===== config.mk =====
export PLATFORM = sky130hd
export DESIGN_NAME = encoder4to2_seq
export DESIGN_NICKNAME = d
export VERILOG_FILES = /design/src/rtl/encoder4to2_seq_pkg.sv /design/src/rtl/encoder4to2_seq_prio_sel4.sv /design/src/rtl/encoder4to2_seq.sv
export SDC_FILE = /design/constraint.sdc
export NUM_CORES = 1
export LEC_CHECK = 0
export BUFFER_PORTS_ARGS = -buffer_cell sky130_fd_sc_hd__buf_4
export CORE_MARGIN = 1.5
export CORE_UTILIZATION = 39
export DETAILED_ROUTE_END_ITERATION = 12
export GPL_ROUTABILITY_DRIVEN = 0
export SLEW_MARGIN = 25
export SYNTH_ARGS = -nofsm -noshare
export SYNTH_HDL_FRONTEND = slang
export SYNTH_HIERARCHICAL = 1
export SYNTH_SLANG_ARGS = --single-unit

===== constraint.sdc =====
create_clock -name clk -period 3.9 [get_ports clk]
set_input_delay 0.195 -clock clk [delete_from_list [all_inputs] [get_ports clk]]
set_output_delay 0.195 -clock clk [all_outputs]
set_load 0.02 [all_outputs]

===== src/rtl/encoder4to2_seq_pkg.sv =====
// encoder4to2_seq_pkg
// Shared definitions for the sequential 4-to-2 encoder: FSM state encoding
// and the width constants used by the top level and the priority selector.
// Configuration macro: ENC4TO2_MSB_FIRST_EN (affects prio_sel4 only).
package encoder4to2_seq_pkg;

  // Number of request lines and width of the binary code they map onto.
  localparam int ENC_N_IN  = 4;
  localparam int ENC_OUT_W = 2;

  // IDLE waits for a vector, EMIT walks the pending mask one code at a time.
  typedef enum logic {
    IDLE = 1'b0,
    EMIT = 1'b1
  } encState_e;

endpackage


===== src/rtl/encoder4to2_seq_prio_sel4.sv =====
// prio_sel4
// Combinational 4-to-2 priority selector. Picks one set bit of the request
// mask and reports both its binary index and a one-hot mask of that bit.
// Configuration macro: ENC4TO2_MSB_FIRST_EN
//   undefined -> lowest set bit wins
//   defined   -> highest set bit wins
// Ports:
//   i_req   in   4  request mask
//   o_idx   out  2  index of the selected bit (0 when i_req is zero)
//   o_mask  out  4  one-hot mask of the selected bit (0 when i_req is zero)
module prio_sel4
  import encoder4to2_seq_pkg::*;
(
  input  logic [ENC_N_IN-1:0]  i_req,
  output logic [ENC_OUT_W-1:0] o_idx,
  output logic [ENC_N_IN-1:0]  o_mask
);

  // The scan direction is chosen so that the bit with the highest priority
  // is the last one written, which lets a plain loop act as a priority chain.
  always_comb begin
    o_idx  = '0;
    o_mask = '0;
`ifdef ENC4TO2_MSB_FIRST_EN
    for (int k = 0; k < ENC_N_IN; k++) begin
      if (i_req[k]) begin
        o_idx  = ENC_OUT_W'(k);
        o_mask = ENC_N_IN'(1) << k;
      end
    end
`else
    for (int k = ENC_N_IN - 1; k >= 0; k--) begin
      if (i_req[k]) begin
        o_idx  = ENC_OUT_W'(k);
        o_mask = ENC_N_IN'(1) << k;
      end
    end
`endif
  end

endmodule


===== src/rtl/encoder4to2_seq.sv =====
// encoder4to2_seq
// Sequential 4-to-2 encoder. A multi-hot request vector is captured in IDLE
// and then emitted as a stream of binary indices, one per accepted handshake,
// until every set bit has been reported exactly once. An all-zero vector is
// consumed and flagged with a one-cycle zero_err pulse.
// Configuration macro: ENC4TO2_MSB_FIRST_EN (descending emit order when set,
// ascending otherwise; handled inside prio_sel4).
// Ports:
//   clk        in   1  rising-edge clock
//   rst        in   1  synchronous active-high reset
//   in_valid   in   1  request vector present
//   in_ready   out  1  vector accepted this cycle (IDLE)
//   in         in   4  request vector, multi-hot allowed
//   out_valid  out  1  code on out is valid
//   out_ready  in   1  consumer takes the code this cycle
//   out        out  2  index of the currently selected request bit
//   out_last   out  1  current code is the final one of the vector
//   zero_err   out  1  pulse: an all-zero vector was consumed
module encoder4to2_seq
  import encoder4to2_seq_pkg::*;
#(
  parameter int N_IN = ENC_N_IN
) (
  input  logic                 clk,
  input  logic                 rst,
  input  logic                 in_valid,
  output logic                 in_ready,
  input  logic [N_IN-1:0]      in,
  output logic                 out_valid,
  input  logic                 out_ready,
  output logic [ENC_OUT_W-1:0] out,
  output logic                 out_last,
  output logic                 zero_err
);

  encState_e            r_state;
  logic [N_IN-1:0]      r_pend;
  logic                 r_outValid;
  logic [ENC_OUT_W-1:0] r_out;
  logic                 r_outLast;
  logic                 r_zeroErr;

  logic                 w_capture;
  logic                 w_take;
  logic [N_IN-1:0]      w_emitMask;
  logic [N_IN-1:0]      w_pendNext;
  logic [ENC_OUT_W-1:0] w_nextIdx;
  logic [N_IN-1:0]      w_nextMask;
  logic                 w_nextLast;

  // Handshake qualifiers: a non-zero vector arriving in IDLE starts a burst,
  // an accepted code in EMIT retires the bit currently shown on out.
  assign w_capture  = (r_state == IDLE) && in_valid && (in != '0);
  assign w_take     = (r_state == EMIT) && out_ready;
  assign w_emitMask = N_IN'(1) << r_out;

  // Pending mask as it will look after this edge. The outputs are registered,
  // so the selector looks ahead at this value rather than at r_pend.
  always_comb begin
    w_pendNext = r_pend;
    if (w_capture) begin
      w_pendNext = in;
    end else if (w_take) begin
      w_pendNext = r_pend & ~w_emitMask;
    end
  end

  prio_sel4 u_sel (
    .i_req  (w_pendNext),
    .o_idx  (w_nextIdx),
    .o_mask (w_nextMask)
  );

  // The next code is the last one exactly when the selected bit is the only
  // bit still pending.
  assign w_nextLast = (w_pendNext != '0) && (w_pendNext == w_nextMask);

  // Main FSM. Every output except in_ready is registered here so that out,
  // out_last and out_valid change only on clock edges and hold while the
  // consumer stalls. Reset discards any burst still in flight.
  always_ff @(posedge clk) begin
    if (rst) begin
      r_state    <= IDLE;
      r_pend     <= '0;
      r_outValid <= 1'b0;
      r_out      <= '0;
      r_outLast  <= 1'b0;
      r_zeroErr  <= 1'b0;
    end else begin
      r_pend    <= w_pendNext;
      r_zeroErr <= 1'b0;
      case (r_state)
        IDLE: begin
          if (in_valid) begin
            if (in != '0) begin
              r_state    <= EMIT;
              r_outValid <= 1'b1;
              r_out      <= w_nextIdx;
              r_outLast  <= w_nextLast;
            end else begin
              r_zeroErr <= 1'b1;
            end
          end
        end
        EMIT: begin
          if (out_ready) begin
            if (r_outLast) begin
              r_state    <= IDLE;
              r_outValid <= 1'b0;
              r_out      <= '0;
              r_outLast  <= 1'b0;
            end else begin
              r_out     <= w_nextIdx;
              r_outLast <= w_nextLast;
            end
          end
        end
        default: begin
          r_state <= IDLE;
        end
      endcase
    end
  end

  assign in_ready  = (r_state == IDLE);
  assign out_valid = r_outValid;
  assign out       = r_out;
  assign out_last  = r_outLast;
  assign zero_err  = r_zeroErr;

endmodule


==> qor.csv <==
metric;value;unit
status;completed;
cp_max_fo;11;
met3_wirelength;53;um
maxCapViolCount;0;
min_from;rst;
nNetsFinal;98;
p_leak;0.3008;nW
fin_setup_tns;0;ps
dieArea;1798;sq um
total_power;0.2870;mW
worst_slack;1349;ps
highest_layer;met4;
drt-vias-per-instance;5.705;
ctsResizeCount;0;
endpoint_kind;flip-flop;
diodes;0;
final_core_util;0.5009;
wl_met2;614;um
synth_nets;83;
clk_path_buf_depth;2;
p_per_area;389.4;nW/um^2
period_needed;2551;ps
start_util;0.4116;
dieWidth;42.41;um
timing.fmax;392.0;MHz
multi_input_area;364.1;sq um
hold_path.class;in2reg;
clk_root_buffer_cell;clkbuf_4;
dp_hpwl;1025;um
crit_path_frequent_cell;o221ai_1;
met1_length;710;um
clock_sinks;10;
drc;0;
synth-edff-count;0;
grt_pass1_vias;522;
skew;2.373;ps
path_class;reg2reg;
routed_wl;1408;um
ir_worst_vdd;0.1811;mV
synth-seq-cells;10;
slew_headroom;0.7523;
clock_latency;270;ps
antenna_found_initial;0;
yosys_warnings;6;
die_h;42.41;um
drtPass1Iterations;4;
seq_area;200.2;sq um
crit_chain;nand2b_1 > o221ai_1 > nand2_1 > nor3b_1 > nor4_1 > a211oi_1 > o221ai_1 > nor3_1 > a31o_1;
hold_violations;0;
synth-main-ff-cell;dfxtp_1;
cpPeakStageDelay;420;ps
num_vias;599;
report.final.slew_viol_count;0;
synth_cells;75;
wl_per_cell;13.41;um
ctsHoldBuffers;0;
ant_nets;0;
worstPathRequired;4120;ps
grt_usage;0.1776;
reg2reg_from;r_state;
cp.arrival;2770;ps
yosysSeqAreaShare;0.3306;
cts_tree;built;
coreArea;1471;sq um
setup_viol;0;
overflow;0;
synthArstFlopShare;0;
rows;14;
cts_max_level;1;
syn-cell-area;605.6;sq um
drt_iter0_drc;11;
io_pins;14;
grt_first_pass_wirelength;2373;um
tightest_slew;371.1;ps
crit_buf_inv;0;
fill_cells;154;
crit_start;r_state;
placed_cells;101;
area_growth;21.69;%
drive_above_1_share;0.2697;
clkTransAtPathRegs;70;ps
fin_cells;105;
grt_max_degree;12;
synth_cell_types;35;
crit_slowest_cell;dfxtp_1;
cp_top_family;simple AND/OR/NAND/NOR gates;
post_cts_buffers;0;
synth.avg_cell_area;8.074;sq um
portBuffers;13;
period_share;0.6541;
dp_slack;1424;ps
cp-start-kind;flip-flop;
rsz0062_at_grt;false;
numCtsBuffers;3;
==> metal layers <==
layer / vias up / global-route usage
li1: 303 / -
met1: 278 / 0.2427
met2: 14 / 0.2462
met3: 4 / 0.05172
met4: 0 / 0.1000
met5: - / 0
==> final timing paths <==
path	endpoint	depth (start not counted)	slack, ps
setup / recovery	out_last	9	1350
hold / removal	out[1]	2	170
setup reg to reg	out_last	9	1350
hold reg to reg	out_valid	2	460
==> registers in the layout (all words and copies together) (netlist names) <==
| name | cells |
|---|---|
| out_last | 1 |
| out_valid | 1 |
| out | 2 |
| r_state | 1 |
| r_pend | 4 |
| zero_err | 1 |
==> through the flow <==
step	hold WS [ps]	cell area, sq um
after global placement	445.7	700.7
after CTS	173.8	737.0
final	173.5	737.0
after global routing	176.2	737.0
after detailed placement	455.2	700.7
after floorplan	358.0	605.6
==> kinds of logic after synthesis <==
family | count (synthesis) | share of synthesized area
simple gates | 36 | 0.3575
compound gates | 19 | 0.2149
flops | 10 | 0.3306
buf+inv | 8 | 0.06818
xor+xnor | 2 | 0.02893
==> report_power, final <==
group	internal, mW	switching (mW)	leakage, nW
sequential	0.109	0.00776	0.0820
combinational	0.0316	0.0411	0.198
clock	0.0568	0.0407	0.0210
==> cell usage after synthesis (2+ instances only) <==
cell type | count | area (sq um)
nand2_1 | 11 | 41.29
dfxtp_1 | 10 | 200.2
a21oi_1 | 8 | 40.04
inv_1 | 5 | 18.77
nand3_1 | 4 | 20.02
nor2_1 | 3 | 11.26
nor3_1 | 3 | 15.01
o221ai_1 | 3 | 26.28
nor3b_1 | 2 | 15.01
==> placed cells by master (no fill, tap or decap) <==
master / instances
nand4b_1: 1
nand2b_4: 1
and2_2: 1
nor2_1: 3
nor3_1: 3
or2_1: 1
xnor2_1: 1
nand2_1: 11
nand4_1: 1
nand2b_1: 1
inv_1: 5
o221ai_1: 3
clkbuf_4: 3
o21ai_0: 1
a211oi_1: 1
or4_4: 1
nor3_2: 1
a32o_1: 1
a31o_1: 1
nor4_1: 1
nor4_2: 1
a22oi_1: 1
clkbuf_8: 1
nor2b_1: 1
o21ai_1: 1
a21oi_1: 8
and2b_1: 1
nor3b_1: 2
a32oi_1: 1
nand2_4: 1
buf_4: 13
nand3_1: 4
dfxtp_1: 10
a32o_2: 1
xor2_1: 1
==> cell type report <==
class,count,share of cell area
Sequential cell,10,0.2716
Tap cell,16,0.02716
Timing Repair Buffer,13,0.1324
Clock buffer,4,0.04924
Inverter,5,0.02547
Multi-Input combinational cell,57,0.4941
No activity file was read; power rests on OpenSTA's default activity.
